$ cat src/rtl/sha_pkg.sv
// Shared constants and types for the double SHA-256 message feeder:
// IV words, padding word, block phase codes and the feeder state enum.
package sha_pkg;

  localparam logic [31:0] H1_IV = 32'h6a09e667;
  localparam logic [31:0] H2_IV = 32'hbb67ae85;
  localparam logic [31:0] H3_IV = 32'h3c6ef372;
  localparam logic [31:0] H4_IV = 32'ha54ff53a;
  localparam logic [31:0] H5_IV = 32'h510e527f;
  localparam logic [31:0] H6_IV = 32'h9b05688c;
  localparam logic [31:0] H7_IV = 32'h1f83d9ab;
  localparam logic [31:0] H8_IV = 32'h5be0cd19;

  localparam logic [31:0] PAD_WORD = 32'h80000000;

  localparam logic [1:0] BLK_IDLE = 2'd0;
  localparam logic [1:0] BLK_1    = 2'd1;
  localparam logic [1:0] BLK_2    = 2'd2;
  localparam logic [1:0] BLK_3    = 2'd3;

  typedef enum logic [3:0] {
    ST_IDLE,
    ST_FEED1,
    ST_WAIT1,
    ST_FEED2,
    ST_WAIT2,
    ST_CAP,
    ST_FEED3,
    ST_WAIT3,
    ST_FIN
  } feed_state_t;

endpackage

$ cat src/rtl/sha_pad_mux.sv
// Combinational message word select for blocks 1..3 of the double hash.
// Optional macro NONCE_OVERRIDE_EN replaces header word 19 with the nonce input.
module sha_pad_mux
  import sha_pkg::*;
#(
  parameter logic [31:0] LEN_HDR = 32'd640,
  parameter logic [31:0] LEN_DIG = 32'd256
) (
  input  logic [1:0]   block,
  input  logic [3:0]   idx,
  input  logic [31:0]  hdr_data,
`ifdef NONCE_OVERRIDE_EN
  input  logic [31:0]  nonce,
`endif
  input  logic [255:0] dig,
  output logic [31:0]  word
);

  logic [31:0] dig_word;

  always_comb begin
    case (idx[2:0])
      3'd0:    dig_word = dig[255:224];
      3'd1:    dig_word = dig[223:192];
      3'd2:    dig_word = dig[191:160];
      3'd3:    dig_word = dig[159:128];
      3'd4:    dig_word = dig[127:96];
      3'd5:    dig_word = dig[95:64];
      3'd6:    dig_word = dig[63:32];
      default: dig_word = dig[31:0];
    endcase
  end

  always_comb begin
    word = '0;
    case (block)
      BLK_1: word = hdr_data;
      BLK_2: begin
        if (idx < 4'd4) begin
`ifdef NONCE_OVERRIDE_EN
          word = (idx == 4'd3) ? nonce : hdr_data;
`else
          word = hdr_data;
`endif
        end else if (idx == 4'd4) begin
          word = PAD_WORD;
        end else if (idx == 4'd15) begin
          word = LEN_HDR;
        end
      end
      BLK_3: begin
        if (!idx[3])             word = dig_word;
        else if (idx == 4'd8)    word = PAD_WORD;
        else if (idx == 4'd15)   word = LEN_DIG;
      end
      default: word = '0;
    endcase
  end

endmodule

$ cat src/rtl/sha_msg_feeder.sv
// Streams the three message blocks of a bitcoin double SHA-256 to the compressor.
// Optional macro NONCE_OVERRIDE_EN adds nonce/auto_next inputs for back-to-back runs.
module sha_msg_feeder
  import sha_pkg::*;
#(
  parameter logic [31:0] LEN_HDR = 32'd640,
  parameter logic [31:0] LEN_DIG = 32'd256
) (
  input  logic         clk,
  input  logic         rst_n,
  input  logic         start,
  output logic [4:0]   hdr_addr,
  input  logic [31:0]  hdr_data,
  input  logic [255:0] digest,
  input  logic         comp_done,
  input  logic         w_ready,
  output logic         w_valid,
  output logic [31:0]  w_data,
  output logic [3:0]   w_idx,
  output logic [1:0]   block,
  output logic         done,
  output logic         busy
`ifdef NONCE_OVERRIDE_EN
  ,
  input  logic [31:0]  nonce,
  input  logic         auto_next
`endif
);

  feed_state_t  state, state_d;
  logic [1:0]   block_d;
  logic         busy_d, done_d, w_valid_d, cap_q, cap_d;
  logic [3:0]   w_idx_d, ld_idx;
  logic [31:0]  w_data_d, mux_word;
  logic [4:0]   hdr_addr_d, nxt_addr, nxt_ext;
  logic [255:0] dig_q, dig_d;
  logic         feeding, load, last_xfer;

  // The word being loaded into the output register is always one ahead of w_idx.
  assign ld_idx    = w_valid ? (w_idx + 4'd1) : 4'd0;
  assign feeding   = (state == ST_FEED1) || (state == ST_FEED2) || (state == ST_FEED3);
  assign last_xfer = feeding && w_valid && w_ready && (w_idx == 4'hF);
  assign load      = feeding && (!w_valid || (w_ready && (w_idx != 4'hF)));
  assign nxt_ext   = {1'b0, ld_idx} + 5'd1;

  // hdr_addr is registered one word ahead so hdr_data is ready when that word loads.
  always_comb begin
    nxt_addr = hdr_addr;
    if (block == BLK_1)                          nxt_addr = nxt_ext;
    else if (block == BLK_2 && nxt_ext < 5'd4)   nxt_addr = 5'd16 + nxt_ext;
  end

  sha_pad_mux #(.LEN_HDR(LEN_HDR), .LEN_DIG(LEN_DIG)) u_mux (
    .block    (block),
    .idx      (ld_idx),
    .hdr_data (hdr_data),
`ifdef NONCE_OVERRIDE_EN
    .nonce    (nonce),
`endif
    .dig      (dig_q),
    .word     (mux_word)
  );

  always_comb begin
    state_d    = state;
    block_d    = block;
    busy_d     = busy;
    done_d     = 1'b0;
    w_valid_d  = w_valid;
    w_idx_d    = w_idx;
    w_data_d   = w_data;
    hdr_addr_d = hdr_addr;
    dig_d      = dig_q;
    cap_d      = 1'b0;
    if (load) begin
      w_valid_d  = 1'b1;
      w_idx_d    = ld_idx;
      w_data_d   = mux_word;
      hdr_addr_d = nxt_addr;
    end
    if (last_xfer) w_valid_d = 1'b0;
    case (state)
      ST_IDLE: if (start) begin
        state_d = ST_FEED1; block_d = BLK_1; busy_d = 1'b1; hdr_addr_d = 5'd0;
      end
      ST_FEED1: if (last_xfer) state_d = ST_WAIT1;
      ST_WAIT1: if (comp_done) begin
        state_d = ST_FEED2; block_d = BLK_2; hdr_addr_d = 5'd16;
      end
      ST_FEED2: if (last_xfer) state_d = ST_WAIT2;
      ST_WAIT2: if (comp_done) state_d = ST_CAP;
      // Two cycles in CAP let the accumulators settle before the digest is sampled.
      ST_CAP: begin
        if (!cap_q) begin
          cap_d = 1'b1;
        end else begin
          dig_d = digest; state_d = ST_FEED3; block_d = BLK_3;
        end
      end
      ST_FEED3: if (last_xfer) state_d = ST_WAIT3;
      ST_WAIT3: if (comp_done) begin
        state_d = ST_FIN; done_d = 1'b1; block_d = BLK_IDLE; busy_d = 1'b0;
      end
      ST_FIN: begin
        state_d = ST_IDLE;
`ifdef NONCE_OVERRIDE_EN
        if (auto_next) begin
          state_d = ST_FEED1; block_d = BLK_1; busy_d = 1'b1; hdr_addr_d = 5'd0;
        end
`endif
      end
      default: state_d = ST_IDLE;
    endcase
  end

  always_ff @(posedge clk) begin
    if (!rst_n) begin
      state    <= ST_IDLE;
      block    <= BLK_IDLE;
      busy     <= 1'b0;
      done     <= 1'b0;
      w_valid  <= 1'b0;
      w_idx    <= 4'd0;
      w_data   <= 32'd0;
      hdr_addr <= 5'd0;
      dig_q    <= '0;
      cap_q    <= 1'b0;
    end else begin
      state    <= state_d;
      block    <= block_d;
      busy     <= busy_d;
      done     <= done_d;
      w_valid  <= w_valid_d;
      w_idx    <= w_idx_d;
      w_data   <= w_data_d;
      hdr_addr <= hdr_addr_d;
      dig_q    <= dig_d;
      cap_q    <= cap_d;
    end
  end

endmodule

$ cat config.mk
export PLATFORM = sky130hd
export DESIGN_NAME = sha_msg_feeder
export DESIGN_NICKNAME = d
export VERILOG_FILES = /design/src/rtl/sha_pkg.sv /design/src/rtl/sha_pad_mux.sv /design/src/rtl/sha_msg_feeder.sv
export SDC_FILE = /design/constraint.sdc
export NUM_CORES = 1
export LEC_CHECK = 0
export CORE_MARGIN = 3
export CORE_UTILIZATION = 25
export CTS_BUF_LIST = sky130_fd_sc_hd__clkbuf_4 sky130_fd_sc_hd__clkbuf_8
export DETAILED_ROUTE_END_ITERATION = 12
export HOLD_SLACK_MARGIN = 0.08
export PLACE_DENSITY = 0.53
export SYNTH_ARGS = -nofsm -noshare
export SYNTH_HDL_FRONTEND = slang
export SYNTH_HIERARCHICAL = 1
export SYNTH_SLANG_ARGS = --single-unit
$ cat constraint.sdc
create_clock -name clk -period 4.3 [get_ports clk]
set_input_delay 0.86 -clock clk [delete_from_list [all_inputs] [get_ports clk]]
set_output_delay 0.86 -clock clk [all_outputs]
set_load 0.01 [all_outputs]
# [After elaboration in Yosys (flattened, before gate mapping)]
# Cells that the tools add are included.
[word_totals] in_bits=293 elab_cells=100 reg_bits=307 output_inout_bits=46
[classes] mux=34 reduce_logical=21 eq_ne=29 n_bitwise=1 n_addsub=3 magnitude_cmp=2
[ops] op="one-hot mux 32 bit (7 select lines)" n=1
[ops] op="2-to-1 mux 32 bit" n=4
[ops] op="one-hot mux 32 bit (3 select lines)" n=1
[ops] op="2-to-1 mux 4 bit" n=9
[ops] op="one-hot mux 4 bit (8 select lines)" n=1
[ops] op="2-to-1 mux 5 bit" n=5
[ops] op="equality test 4 x 3 -> 1 bit (second input constant)" n=5
[ops] op="inequality test 2 bit (second input constant)" n=8
[ops] op="equality test 4 bit (second input constant)" n=3
[ops] op="2-to-1 mux 10 bit" n=1
[ops] op="one-hot mux 5 bit (2 select lines)" n=1
[ops] op="equality test 3 bit (second input constant)" n=3
[ops] op="2-to-1 mux 9 bit" n=1
[ops] op="equality test 4 x 2 -> 1 bit (second input constant)" n=2
[ops] op="2-to-1 mux 2 bit" n=4
[ops] op="one-hot mux 2 bit (4 select lines)" n=1
[ops] op="AND reduction 8 bit" n=1
[ops] op="equality test 3 x 2 -> 1 bit (second input constant)" n=2
[ops] op="logical AND 1 bit" n=6
[ops] op="AND reduction 2 bit" n=3
[ops] op="adder 4 x 1 -> 5 bit (second input constant)" n=1
[ops] op="adder 5 bit (first input constant)" n=1
[ops] op="< comparator 5 x 3 -> 1 bit (second input constant)" n=1
[ops] op="AND reduction 5 bit" n=1
[ops] op="18 further kinds" n=24

# [Longest topological paths before layout]
[depth] word_depth=10 mapped_depth=12 ltp_nobuf=9

# [Modules after synthesis]
# Netlist, hierarchy kept.
[by_module_without_submodules] mod="sha_msg_feeder" area_per_inst_um2=11140.7 seq_area_each_um2=6145.9 instances=1 cells_each=1394
[by_module_without_submodules] mod="sha_pad_mux" area_per_inst_um2=2657.5 seq_area_each_um2=0.0 instances=1 cells_each=373

# [Worst setup path after synthesis]
# OpenSTA, ideal clock, no wires.
[synth_path] path_kind="reg-to-reg" start="register w_idx[0]" end="register w_data[12]" required_time_ns=4.178 path_buffers=3 synth_period_minus_slack_ns=2.314 arrival_ns=2.192 setup_slack_ns=1.986 path_stages_with_launch=12 cell_sequence="dfxtp_1 -> ha_1 -> xor2_1 -> and2_1 -> buf_6 -> buf_2 -> buf_2 -> mux2i_1 -> nand2_1 -> a32o_1 -> nand2_1 -> a21boi_0"
[synth_via] elab_chain_len=6
[synth_rtl] item="start, declared" line_no="sha_msg_feeder.sv:19" rtl="output logic [3:0] w_idx,"
[synth_rtl] item="start signal, assigned" line_no="sha_msg_feeder.sv:134" rtl="w_idx <= w_idx_d;"
[synth_rtl] item="adder 4 x 1 -> 4 bit (*)" line_no="sha_msg_feeder.sv:40" rtl="assign ld_idx = w_valid ? (w_idx + 4'd1) : 4'd0;"
[synth_rtl] item="2-to-1 mux 4 bit (*)" line_no="sha_msg_feeder.sv:40"
[synth_rtl] item="via ld_idx[2]" line_no="sha_msg_feeder.sv:33" rtl="logic [3:0] w_idx_d, ld_idx;"
[synth_rtl] item="equality test 3 bit, or another cell as far along" line_no="sha_pad_mux.sv:22" rtl="case (idx[2:0])"
[synth_rtl] item="one-hot mux 32 bit (7 select lines)" line_no="sha_pad_mux.sv:22"
[synth_rtl] item="2-to-1 mux 32 bit" line_no="sha_pad_mux.sv:52" rtl="if (!idx[3]) word = dig_word;"
[synth_rtl] item="one-hot mux 32 bit (3 select lines) (*)" line_no="sha_pad_mux.sv:36" rtl="case (block)"
[synth_rtl] item="via mux_word[12]" line_no="sha_msg_feeder.sv:34" rtl="logic [31:0] w_data_d, mux_word;"
[synth_rtl] item="end signal, assigned" line_no="sha_msg_feeder.sv:135" rtl="w_data <= w_data_d;"
[synth_rtl] item="end, declared" line_no="sha_msg_feeder.sv:18" rtl="output logic [31:0] w_data,"
# Mark *: on every way through the listed nets, which the timed path passes. The rest lies on a longest branch.
# A chain may end at the register's enable or synchronous reset.

# [Worst setup path after layout]
[layout_path] start="register w_idx[0]" end="register w_data[11]"
# Same word-level chain as after synthesis.

==> flow_metrics.py <==
metrics = {
    "run_status": {
        "status": "finished clean",
    },
    "timing": {
        "worst_pin_slew_ns": 1.14,
        "finalCriticalPeriod_ns": 3.58,
        "fmax_ghz": 0.280,
        "maxSlewViolCount": 0,
        "slew_headroom": 0.241,
        "tns_ns": 0,
        "finalSetupViolations": 0,
        "hold_viol": 0,
        "clock_skew_ns": 0.0231,
        "rsz0062_at_grt": "false",
        "period_share": 0.832,
    },
    "worst_setup_path": {
        "max_stage_delay_ns": 0.62,
        "worstSetupStartpoint": "w_idx[0]$_SDFFE_PN0P_",
        "r2r_slack_ns": 0.72,
        "cp_slowest_cell": "a311oi_1",
        "cp.arrival_ns": 4.10,
        "reg2reg_from": "w_idx[0]$_SDFFE_PN0P_",
        "reg2reg_depth": 10,
        "cp-end-kind": "flop",
        "path_class": "reg2reg",
        "critPathLaunchType": "flop",
        "critPathRequiredTime_ns": 4.82,
        "cp_max_fo": 54,
        "timing.rr.end": "w_data[11]$_SDFFE_PN0P_",
        "worstPathCellList": "ha_1 > xor2_1 > and2_4 > buf_12 > mux2i_1 > a211oi_1 > a311oi_1 > o21ai_1 > nand2_1 > a21boi_0",
    },
    "synthesis": {
        "syn_avg_cell_area_um2": 7.81,
        "synth_top_cell_by_area": "dfxtp_1",
        "syn-cell-area_um2": 13800,
        "synth_enable_flop_cells": 0,
        "ys_ff_latch": 307,
        "post_synth_num_cell_types": 68,
        "synth-async-reset-ratio": 0,
        "synth_area_leaders": "dfxtp_1 45%, nand2_1 17%, a21oi_1 9.5%",
        "ys.warnings.count": 6,
        "synth_fp_nets": 2062,
        "netlist_instances": 1767,
        "yosysSeqAreaShare": 0.445,
        "yosys.area.top_type_share": 0.445,
        "synth_ff_type": "dfxtp_1",
    },
    "finish": {
        "nets": 2335,
        "regArea_um2": 6150,
        "multi_input_area_um2": 6900,
        "area_delta_synth_final_pct": 35.6,
        "drive_gt1_frac": 0.0746,
        "final_cell_area_um2": 18700,
        "final_util": 0.345,
        "layout_common_cells": "625 x nand2_1, 337 x clkdlybuf4s50_1, 307 x dfxtp_1",
        "fillerInstances": 5747,
        "final_common_cell": "nand2_1",
    },
    "routing": {
        "viasPerCell": 4.89,
        "first_pass_iters": 5,
        "vias": 13600,
        "antenna_left": 0,
        "drt_iter0_drc": 1103,
        "route.detailed.drc": 0,
        "wl_mm": 62.0,
        "wl_per_cell_um": 22.3,
    },
    "die": {
        "boundaryPins": 339,
        "dieWidth_um": 241,
        "dieArea_um2": 58000,
        "die_h_um": 241,
        "initial_core_util": 0.254,
        "core_um2": 54200,
        "rows": 85,
    },
    "placed_design": {
        "gp_congestion": 0.897,
        "port_buffers": 338,
        "dp_hpwl_mm": 46.7,
        "post_dp_cell_area_um2": 17600,
    },
    "clock_network": {
        "cts-buffers-inserted": 56,
        "postCtsHoldBufs": 0,
        "cts-root-buf": "clkbuf_8",
        "clock-sinks": 307,
        "cts.clk_slew.worst_paths_ns": 0.06,
        "htreeDepth": 2,
        "cts_resized": 0,
        "clk_path_buf_depth": 3,
        "cts_setup_buffers": 0,
        "cts_tree": "yes",
        "clk_latency_ns": 0.65,
    },
    "pwr": {
        "powerDensity_nw_per_um2": 389,
        "p_total_mw": 7.27,
        "ir_worst_vdd_v": 0.000192,
        "p_leak_nw": 5.91,
    },
    "global_routing": {
        "gr-total-overflow": 0,
        "grt_max_degree": 114,
        "grt_pass1_wl_mm": 86.5,
        "grt_usage": 0.204,
        "grt_pass1_vias": 13100,
        "antenna_found_initial": 9,
    },
    "run": {
        "cap_violations": 0,
    },
    "worst_hold_path": {
        "min_path_cells": 2,
        "holdPathEnd": "dig_q[197]$_SDFFE_PN0P_",
        "min_from": "dig_q[197]$_SDFFE_PN0P_",
        "min_path_type": "reg2reg",
    },
}
per-layer routing:
layer | vias up | GRT usage | share of wire
met5 | - | 0 | 0.00098
met4 | 8 | 0.0610 | 0.024
met3 | 86 | 0.0633 | 0.090
met2 | 551 | 0.331 | 0.46
met1 | 6408 | 0.261 | 0.43
li1 | 6542 | - | -
flip-flops by register name, indices dropped and copies added (netlist names):
signal,cells
block,2
w_idx,4
w_valid,1
dig_q,256
state,4
cap_q,1
busy,1
w_data,32
hdr_addr,5
done,1
cells in the mapped netlist (4+ instances only):
master and count:
nand3b_1 11, or3_1 4, a2bb2oi_1 20, a211oi_1 8
a22o_1 6, buf_2 77, o221ai_1 5, o21ai_1 34
nand2_1 625, a21boi_1 36, clkbuf_1 48, nand3_1 10
and2_1 4, a32oi_1 6, a21boi_0 22, nor3_1 8
nor2b_1 13, buf_4 14, o22ai_1 20, a21oi_1 262
buf_6 7, o21a_1 6, dfxtp_1 307, a221o_1 6
nand2b_1 12, mux2i_1 66, nor2_1 21, mux2_4 6
inv_1 5, o21ai_0 33
stage by stage:
stage | hold slack [ns] | setup slack [ns] | instances
after CTS | 0.453 | 0.858 | 2775
after detailed placement | 0.445 | 0.862 | 2678
final | 0.451 | 0.723 | 2778
after global routing | 0.469 | 0.647 | 2776
after global placement | 0.442 | 0.929 | 2678
after floorplan | 0.432 | 1.99 | 1767
kinds of logic after synthesis:
logic type | synth area share
AO/OA/AOI/OAI | 0.215
XOR/XNOR | 0.00127
adder cells (fa/ha/maj) | 0.00181
buffers and inverters | 0.0565
flip-flops | 0.445
multiplexers | 0.0634
AND/OR/NAND/NOR | 0.217
area by class of cell:
| type | instances | area share |
|---|---|---|
| Clock buffer | 87 | 0.0557 |
| Antenna cell | 3 | 0.000401 |
| Sequential cell | 307 | 0.329 |
| Tap cell | 696 | 0.0466 |
| Clock inverter | 10 | 0.00361 |
| Inverter | 8 | 0.00201 |
| Timing Repair Buffer | 361 | 0.195 |
| Multi-Input combinational cell | 1306 | 0.369 |
power by group:
| group | internal [mW] | switching (mW) | total, mW |
|---|---|---|---|
| clock network | 1.53 | 1.26 | 2.80 |
| registers | 2.91 | 0.115 | 3.02 |
| logic | 0.637 | 0.815 | 1.45 |
critical path, delay by kind of cell, from the launching register on:
kind,cells,cell delay (ns)
DFF,1,0.45
xor gates and xnor gates,1,0.36
AOI/OAI and AO/OA,4,0.98
adders and majority gates,1,0.22
and+or+nand+nor,2,0.54
muxes,1,0.50
buffers and inverters,1,0.36
worst max path at each step:
stage	depth (start not counted)	end
2_1_floorplan	11	w_data[12]$_SDFFE_PN0P_
3_3_place_gp	10	w_data[28]$_SDFFE_PN0P_
3_5_place_dp	10	w_data[28]$_SDFFE_PN0P_
4_1_cts	10	w_data[28]$_SDFFE_PN0P_
5_1_grt	10	w_data[28]$_SDFFE_PN0P_
6_report	10	w_data[11]$_SDFFE_PN0P_
Power figures use the tool's default switching activity.
